## src/rtl/ungapped_extend_scorer_pkg.sv

```systemverilog
// Shared types and default constants for the ungapped seed-extension scorer.
package ungapped_extend_scorer_pkg;

  typedef enum logic [1:0] {
    ST_IDLE  = 2'd0,
    ST_RUN   = 2'd1,
    ST_FLUSH = 2'd2,
    ST_DONE  = 2'd3
  } state_e;

  typedef enum logic [1:0] {
    BASE_A = 2'b00,
    BASE_C = 2'b01,
    BASE_G = 2'b10,
    BASE_T = 2'b11
  } base_e;

  localparam int DEF_BASES    = 11;
  localparam int DEF_MATCH    = 5;
  localparam int DEF_MISMATCH = 4;
  localparam int DEF_XDROP    = 20;
  localparam int DEF_SCORE_W  = 12;
  localparam int POS_W        = 16;

endpackage

```

## src/rtl/ungapped_extend_scorer_word_scorer.sv

```systemverilog
// Combinational per-word score: +MATCH per equal base pair, -MISMATCH otherwise.
module word_scorer
  import ungapped_extend_scorer_pkg::*;
#(
  parameter int BASES    = DEF_BASES,
  parameter int MATCH    = DEF_MATCH,
  parameter int MISMATCH = DEF_MISMATCH,
  parameter int OUT_W    = 7
) (
  input  logic [2*BASES-1:0]      query_i,
  input  logic [2*BASES-1:0]      db_i,
  output logic signed [OUT_W-1:0] score_o
);

  base_e q_b;
  base_e d_b;

  // NOTE: every variable driven here gets a default first, so no path can
  // leave one unassigned and infer a latch.
  always_comb begin
    score_o = '0;
    q_b     = BASE_A;
    d_b     = BASE_A;
    for (int k = 0; k < BASES; k++) begin
      q_b = base_e'(query_i[2*k +: 2]);
      d_b = base_e'(db_i[2*k +: 2]);
      if (q_b == d_b) score_o = score_o + OUT_W'(MATCH);
      else            score_o = score_o - OUT_W'(MISMATCH);
    end
  end

endmodule

```

## src/rtl/ungapped_extend_scorer.sv

```systemverilog
// Two-stage ungapped extension scorer: word score register, then saturating
// running score with max tracking and X-drop termination.
module ungapped_extend_scorer
  import ungapped_extend_scorer_pkg::*;
#(
  parameter int BASES    = DEF_BASES,
  parameter int MATCH    = DEF_MATCH,
  parameter int MISMATCH = DEF_MISMATCH,
  parameter int XDROP    = DEF_XDROP,
  parameter int SCORE_W  = DEF_SCORE_W
) (
  input  logic                 clk,
  input  logic                 rst,
  input  logic                 start_i,
  input  logic                 in_valid_i,
  output logic                 in_ready_o,
  input  logic [2*BASES-1:0]   in_query_i,
  input  logic [2*BASES-1:0]   in_db_i,
  input  logic                 in_last_i,
  output logic                 out_valid_o,
  input  logic                 out_ready_i,
  output logic [SCORE_W-1:0]   out_max_score_o,
  output logic [POS_W-1:0]     out_max_pos_o,
  output logic                 out_xdrop_o
);

  localparam int MAX_STEP = (MATCH > MISMATCH) ? MATCH : MISMATCH;
  localparam int WS_W     = $clog2(BASES * MAX_STEP + 1) + 1;
  localparam int SAT_MAX  = (2 ** (SCORE_W - 1)) - 1;
  localparam int SAT_MIN  = -(2 ** (SCORE_W - 1));

  state_e state_q, state_d;

  logic signed [WS_W-1:0]    ws_w, ws_q;
  logic                      s1_valid_q, s1_last_q, last_seen_q;
  logic signed [SCORE_W-1:0] run_q, run_d, max_q, max_d;
  logic [POS_W-1:0]          cnt_q, cnt_d, pos_q, pos_d;
  logic                      xdrop_q, xdrop_d, xdrop_hit;
  logic                      xfer, start_acc, score_en;
  int                        sum_i, gap_i;

  word_scorer #(
    .BASES    (BASES),
    .MATCH    (MATCH),
    .MISMATCH (MISMATCH),
    .OUT_W    (WS_W)
  ) u_word_scorer (
    .query_i (in_query_i),
    .db_i    (in_db_i),
    .score_o (ws_w)
  );

  assign in_ready_o      = ((state_q == ST_RUN) && !last_seen_q) || (state_q == ST_FLUSH);
  assign xfer            = in_valid_i && in_ready_o;
  assign start_acc       = start_i && (state_q == ST_IDLE);
  assign score_en        = (state_q == ST_RUN) && s1_valid_q && !xdrop_q;
  assign out_valid_o     = (state_q == ST_DONE);
  assign out_max_score_o = max_q;
  assign out_max_pos_o   = pos_q;
  assign out_xdrop_o     = xdrop_q;

  always_comb begin
    run_d     = run_q;
    max_d     = max_q;
    cnt_d     = cnt_q;
    pos_d     = pos_q;
    xdrop_d   = xdrop_q;
    xdrop_hit = 1'b0;
    sum_i     = int'(run_q) + int'(ws_q);
    gap_i     = 0;
    if (start_acc) begin
      run_d   = '0;
      max_d   = '0;
      cnt_d   = '0;
      pos_d   = '0;
      xdrop_d = 1'b0;
    end else if (score_en) begin
      if (sum_i > SAT_MAX)      run_d = SCORE_W'(SAT_MAX);
      else if (sum_i < SAT_MIN) run_d = SCORE_W'(SAT_MIN);
      else                      run_d = SCORE_W'(sum_i);
      cnt_d = (cnt_q == '1) ? cnt_q : cnt_q + 1'b1;
      // Strictly greater only: a tie keeps the earlier position.
      if (run_d > max_q) begin
        max_d = run_d;
        pos_d = cnt_d;
      end
      gap_i = int'(max_d) - int'(run_d);
      if (gap_i > XDROP) begin
        xdrop_d   = 1'b1;
        xdrop_hit = 1'b1;
      end
    end
  end

  always_comb begin
    state_d = state_q;
    unique case (state_q)
      ST_IDLE:  if (start_i) state_d = ST_RUN;
      ST_RUN: begin
        if (s1_valid_q && s1_last_q) state_d = ST_DONE;
        else if (xdrop_hit && !last_seen_q && !(xfer && in_last_i)) state_d = ST_FLUSH;
      end
      ST_FLUSH: if (xfer && in_last_i) state_d = ST_DONE;
      ST_DONE:  if (out_ready_i) state_d = ST_IDLE;
      default:  state_d = ST_IDLE;
    endcase
  end

  // NOTE: all state updates use non-blocking assignments so every register
  // samples the pre-edge values, independent of statement order.
  always_ff @(posedge clk) begin
    if (rst) begin
      state_q     <= ST_IDLE;
      ws_q        <= '0;
      s1_valid_q  <= 1'b0;
      s1_last_q   <= 1'b0;
      last_seen_q <= 1'b0;
      run_q       <= '0;
      max_q       <= '0;
      cnt_q       <= '0;
      pos_q       <= '0;
      xdrop_q     <= 1'b0;
    end else begin
      state_q    <= state_d;
      s1_valid_q <= xfer && (state_q == ST_RUN);
      s1_last_q  <= xfer && in_last_i;
      if (xfer) ws_q <= ws_w;
      if (start_acc) last_seen_q <= 1'b0;
      else if (xfer && in_last_i && (state_q == ST_RUN)) last_seen_q <= 1'b1;
      run_q   <= run_d;
      max_q   <= max_d;
      cnt_q   <= cnt_d;
      pos_q   <= pos_d;
      xdrop_q <= xdrop_d;
    end
  end

endmodule
```

## config.mk

```make
export PLATFORM = sky130hd
export DESIGN_NAME = ungapped_extend_scorer
export DESIGN_NICKNAME = d
export VERILOG_FILES = /design/src/rtl/ungapped_extend_scorer_pkg.sv /design/src/rtl/ungapped_extend_scorer_word_scorer.sv /design/src/rtl/ungapped_extend_scorer.sv
export SDC_FILE = /design/constraint.sdc
export NUM_CORES = 1
export LEC_CHECK = 0
export CORE_MARGIN = 2
export CORE_UTILIZATION = 60
export CTS_CLUSTER_SIZE = 8
export DETAILED_ROUTE_END_ITERATION = 10
export GPL_ROUTABILITY_DRIVEN = 0
export PLACE_DENSITY = 0.94
export SLEW_MARGIN = 20
export SYNTH_ARGS = -nofsm -noshare
export SYNTH_HDL_FRONTEND = slang
export SYNTH_HIERARCHICAL = 1
export SYNTH_SLANG_ARGS = --single-unit
```

## constraint.sdc

```tcl
create_clock -name clk -period 19.2 [get_ports clk]
set_clock_uncertainty 0.05 [all_clocks]
set_input_delay 2.88 -clock clk [delete_from_list [all_inputs] [get_ports clk]]
set_output_delay 2.88 -clock clk [all_outputs]
set_load 0.02 [all_outputs]
```

==> summary.txt, run 1 <==
outcome -> finished, final reports clean
DR iter-0 viols -> 667
Peak VDD IR -> 150 uV
die extent in y -> 114 um
Port Buffer Count -> 80
setup repair bufs after CTS -> 0
Routed WL -> 18,400 um
CTS sink cnt -> 69
Via density -> 6.26
DR DRC count -> 0
number of synthesized register bits -> 69
Tot GR Track Use -> 28.0%
post-placement worst setup slack -> 8.67 ns
non-filler instance count after layout -> 1,165
accumulated negative setup slack -> 0 ns
routed length per instance -> 15.8 um
die area -> 0.0131 mm2
Layout Nets -> 1,136
placed cells -> 1,149
largest net degree at the start of global routing -> 39
CTS resizes -> 0
fin worst setup slack -> 8.91 ns
CTS max path bufs -> 2
number of fill cells -> 829
period utilization -> 53.6%
dpl hpwl -> 13,200 um
Netlist Area Pre-Place -> 0.00729 mm2
Core ar. -> 0.0120 mm2
Clock Tree Root -> clkbuf_16
Worst R2R End -> state_q[0]
EDFF count, synth -> 0
hold_buf cts -> 0
WP data arrival -> 10.51 ns
syn nets -> 1,077
total grt overflow -> 0
Crit path required time -> 19.42 ns
Synth warnings -> 6
max cap viols -> 0
area grow syn2layout -> 16.6%
antenna violations before repair -> 0
Hold Crit Class -> reg -> reg
final setup vio count -> 0
max incr delay on CP -> 0.43 ns
Clock Latency Late Sink -> 0.36 ns
Slew Viols, Final -> 0
CP dominant cell by count -> ha_1
async set or reset register ratio after synthesis -> 0%
Final min period -> 10.29 ns
CTS tree -> built
total CTS buffers -> 9
Final Hold Fails -> 0
critical path launch point type -> primary input
R2R Setup Slk -> 12.23 ns
Placement Cell Area -> 0.00817 mm2
fmax -> 0.0972 GHz
Compound-Gate Fraction of Synth Area -> 23.3%
initial core utilization -> 61.0%
largest family of logic cells by synthesized area -> compound AO/OA/AOI/OAI gates
leakage -> 3.40 nW
XOR/XNOR share of the synthesized area -> 14.0%
hold path cells -> 2
Routed Antenna Nets -> 0
unrepaired setup endpoints after global routing -> false
Reg clk slew, reported paths -> 0.07 ns
number of global-route vias before repair -> 6,821
FP Rows -> 40
post-synthesis mux area share -> 4.08%
critical path peak fanout -> 9
Synth cell types -> 83
first-pass GRT wire length -> 30,500 um
max_slew headroom -> 36.3%
DRT Pass-1 Iters -> 5
Post-Synth Adder-Cell Area -> 12.9%
WHS Endpoint -> out_max_pos_o[0]
fraction of layout cells with a size suffix above 1 -> 6.78%
H-tree depth -> 3
commonest non-fill, non-tap cell in the layout -> nand2_1
Post-synth top flop -> dfxtp_1
I/O Pins -> 81
HP Start -> out_max_pos_o[0]
worst flop-to-flop path startpoint -> ws_q[0]
sequential element share of the synthesized area -> 18.9%
Post-Syn Instances -> 954
Worst Path Class, Setup -> in -> reg
CP Capture Type -> flop
length in cells of the worst reg-to-reg path -> 28
Synth Area in Simple Gates -> 21.7%
most frequent cells in the layout -> nand2_1, nor2_1, clkdlybuf4s50_1, ha_1
via count -> 7,294
CP max stage cell -> clkdlybuf4s50_1
Final Core Density -> 71.1%
power density over the cells -> 202 mW/mm2
fin area -> 0.00850 mm2
mean post-synth cell area -> 7.64 um2
Ant. Diodes -> 0
Die W -> 114 um
Worst-Margin Slew -> 0.931 ns
==> area by class of cell <==
class                   count  area, um2  share of cell area, %
well taps                 147        184                   2.16
repair buffers             85        838                   9.86
clock buffers               9        225                   2.65
multi-input cells         789       5550                   65.2
inverters                  59        224                   2.63
clock inverters             7        104                   1.22
flip-flops and latches     69       1380                   16.2
==> report_power, final <==
| part | leakage [nW] | internal (W) | switching [W] |
|---|---|---|---|
| Clock | 0.161 | 0.000116 | 0.0000740 |
| Combinational | 2.69 | 0.000563 | 0.000805 |
| Sequential | 0.557 | 0.000152 | 0.00000957 |
==> kinds of logic (layout without fill, tap and decap cells) <==
logic type | after synthesis | in the layout
AND/OR/NAND/NOR | 326 | 326
AO/OA/AOI/OAI | 256 | 256
XOR/XNOR | 105 | 105
buffers and inverters | 96 | 160
adder cells (fa/ha/maj) | 74 | 74
flip-flops | 69 | 69
multiplexers | 28 | 28
==> registers in the layout, indices dropped and copies added, names as in the netlist <==
register / cells
cnt_q: 16
out_max_pos_o: 16
out_max_score_o: 12
run_q: 12
ws_q: 7
state_q: 2
last_seen_q: 1
out_xdrop_o: 1
s1_last_q: 1
s1_valid_q: 1
==> per-stage QoR <==
stage,hold WS [ns],total power (W)
after floorplan,0.379,0.00125
after global placement,0.397,0.00146
after detailed placement,0.398,0.00149
after CTS,0.411,0.00170
after global routing,0.437,0.00187
final,0.408,0.00172
==> worst max-delay path, delay by kind of cell <==
kind,cells,cell delay [ns]
adder cells (fa/ha/maj),8,2.24
AND/OR/NAND/NOR,12,1.95
AO/OA/AOI/OAI,9,1.27
multiplexers,3,0.91
buffers and inverters,4,0.74
XOR/XNOR,3,0.53
==> worst max path at each step <==
stage | start | to | slack (ns)
after CTS | in_db_i[2] | ws_q[6] | 9.02
after global routing | in_db_i[2] | ws_q[5] | 8.36
final | in_db_i[2] | ws_q[6] | 8.91
after floorplan | in_db_i[2] | ws_q[6] | 9.85
after global placement | in_db_i[3] | ws_q[6] | 9.05
after detailed placement | in_db_i[2] | ws_q[6] | 8.67
==> metal layers <==
metal	routed length (um)	part of all wire [%]	track usage, %
met5	0	0	0
met4	631	3.4	11.8
met3	1290	7.0	4.08
met2	8660	47	48.0
met1	7760	42	35.2
==> cells in the mapped netlist, drive strengths merged (12+ instances only) <==
master / instances / share of area (%)
nand2: 98 / 5.1
nor2: 83 / 4.3
a21oi: 77 / 5.8
ha: 71 / 12
dfxtp: 69 / 19
xnor2: 63 / 8.3
o21ai: 60 / 4.2
inv: 59 / 3.1
xor2: 41 / 5.4
nand3: 34 / 2.3
clkbuf: 27 / 1.4
mux2i: 20 / 2.8
a211oi: 19 / 2.0
and2: 15 / 1.3
nand2b: 15 / 1.3
nor3: 15 / 1.2
and3: 12 / 1.0
nand4: 12 / 1.2
Power figures use the tool's default switching activity.
==> run 2: changes to the inputs <==
CORE_UTILIZATION = 58   (was 60)
PLACE_DENSITY = 0.92   (was 0.94)
clock period = 10.2 ns   (was 19.2 ns; I/O delays follow)
==> run 2 against run 1 <==
Against the previous run:
- wire length shrank 4.0%
- final cell count increased by 1.6%
- die area grew 3.3%
- count of clock-buffer cells in the layout is the same
- power increased by 86%
- global-route usage shrank 1.3 points
- largest cell class unchanged
- largest power group unchanged
- highest routed layer unchanged
==> summary.txt, run 2 (same netlist as run 1, synthesis figures left out) <==
accumulated negative setup slack -> 0 ns (unchanged)
Via density -> 6.03 (was 6.26)
I/O Pins -> 81 (unchanged)
Die W -> 116 um (was 114 um)
Worst-Margin Slew -> 0.950 ns (was 0.931 ns)
leakage -> 3.37 nW (was 3.40 nW)
FP Rows -> 40 (unchanged)
max cap viols -> 0 (unchanged)
Routed WL -> 17,600 um (was 18,400 um)
Placement Cell Area -> 0.00819 mm2 (was 0.00817 mm2)
WP data arrival -> 9.14 ns (was 10.51 ns)
fin area -> 0.00849 mm2 (was 0.00850 mm2)
first-pass GRT wire length -> 30,200 um (was 30,500 um)
max_slew headroom -> 36.6% (was 36.3%)
Hold Crit Class -> reg -> reg (unchanged)
CP max stage cell -> clkdlybuf4s50_1 (unchanged)
Clock Tree Root -> clkbuf_16 (unchanged)
Reg clk slew, reported paths -> 0.06 ns (was 0.07 ns)
Core ar. -> 0.0122 mm2 (was 0.0120 mm2)
total CTS buffers -> 9 (unchanged)
CTS resizes -> 0 (unchanged)
Clock Latency Late Sink -> 0.33 ns (was 0.36 ns)
setup repair bufs after CTS -> 0 (unchanged)
Final Hold Fails -> 0 (unchanged)
DR iter-0 viols -> 623 (was 667)
unrepaired setup endpoints after global routing -> false (unchanged)
Final Core Density -> 69.8% (was 71.1%)
Pwr Total -> 0.00321 W (was 0.00172 W)
die extent in y -> 116 um (was 114 um)
register area -> 0.00138 mm2 (unchanged)
CP dominant cell by count -> ha_1 (unchanged)
number of global-route vias before repair -> 6,683 (was 6,821)
initial core utilization -> 60.0% (was 61.0%)
most frequent cells in the layout -> nand2_1, nor2_1, clkdlybuf4s50_1, ha_1, dfxtp_1 (was nand2_1, nor2_1, clkdlybuf4s50_1, ha_1)
via count -> 7,145 (was 7,294)
dpl hpwl -> 13,000 um (was 13,200 um)
area grow syn2layout -> 16.5% (was 16.6%)
CTS tree -> built (unchanged)
power density over the cells -> 377 mW/mm2 (was 202 mW/mm2)
Routed Antenna Nets -> 0 (unchanged)
final setup vio count -> 0 (unchanged)
Layout Nets -> 1,134 (was 1,136)
routed length per instance -> 14.9 um (was 15.8 um)
Peak VDD IR -> 371 uV (was 150 uV)
Ant. Diodes -> 0 (unchanged)
largest net degree at the start of global routing -> 34 (was 39)
total grt overflow -> 0 (unchanged)
antenna violations before repair -> 0 (unchanged)
critical path launch point type -> primary input (unchanged)
Crit path required time -> 10.40 ns (was 19.42 ns)
number of fill cells -> 943 (was 829)
CTS sink cnt -> 69 (unchanged)
max incr delay on CP -> 0.47 ns (was 0.43 ns)
CTS max path bufs -> 2 (unchanged)
critical path peak fanout -> 9 (unchanged)
period utilization -> 87.6%
fraction of layout cells with a size suffix above 1 -> 6.69% (was 6.78%)
DRT Pass-1 Iters -> 5 (unchanged)
die area -> 0.0135 mm2 (was 0.0131 mm2)
fmax -> 0.112 GHz
hold_buf cts -> 0 (unchanged)
CP Capture Type -> flop (unchanged)
Tot GR Track Use -> 26.7% (was 28.0%)
commonest non-fill, non-tap cell in the layout -> nand2_1 (unchanged)
Worst Path Class, Setup -> in -> reg (unchanged)
Final min period -> 8.94 ns
DR DRC count -> 0 (unchanged)
outcome -> finished, final reports clean (unchanged)
Port Buffer Count -> 80 (unchanged)
H-tree depth -> 3 (unchanged)
footprint of the multi-input gates -> 0.00556 mm2 (was 0.00555 mm2)
Slew Viols, Final -> 0 (unchanged)
## run 2: per-layer routing
metal  wire length, um  part of all wire, %  vias up  track usage, %
met4               357                  2.0        0            6.19
met5                 0                    0        -               0
met2              8380                   48      286            46.5
met1              7720                   44     3301            35.0
li1                  -                    -     3518               -
met3              1160                  6.6       40            4.10
## run 2: layout make-up
| class | count | area share, % |
|---|---|---|
| clock buffer | 9 | 2.65 |
| clock inverter | 7 | 0.869 |
| inverter | 59 | 2.64 |
| multi-input combinational | 789 | 65.4 |
| sequential | 69 | 16.3 |
| tap | 168 | 2.47 |
| timing repair buffer | 83 | 9.69 |
## run 2: final timing paths
| path | startpoint | end | slack, ns | depth (start not counted) |
|---|---|---|---|---|
| min | ws_q[2] | ws_q[2] | 0.41 | 2 |
| min reg2reg | ws_q[2] | ws_q[2] | 0.41 | 2 |
| max | in_db_i[2] | ws_q[5] | 1.26 | 38 |
| max reg2reg | ws_q[0] | state_q[0] | 2.99 | 27 |
## run 2: worst max-delay path: cells and delay by family
kind | cells | cell delay, ns
adders and majority gates | 7 | 1.95
muxes | 2 | 0.54
xor gates and xnor gates | 4 | 0.86
AOI/OAI and AO/OA | 10 | 1.65
and+or+nand+nor | 12 | 1.92
buffers and inverters | 3 | 0.67
## run 2: power breakdown
part / internal [W] / total [W] / switching [W]
sequential: 0.000285 / 0.000301 / 0.0000160
clock: 0.000190 / 0.000317 / 0.000128
combinational: 0.00105 / 0.00259 / 0.00154
total: 0.00153 / 0.00321 / 0.00168
## run 2: stage by stage
| step | cells | hold slack (ns) | worst slack, ns |
|---|---|---|---|
| global placement | 1168 | 0.396 | 1.41 |
| CTS | 1184 | 0.412 | 1.35 |
| floorplan | 954 | 0.379 | 2.20 |
| detailed placement | 1168 | 0.402 | 1.06 |
| global route | 1184 | 0.442 | 0.541 |
| finish | 1184 | 0.409 | 1.26 |
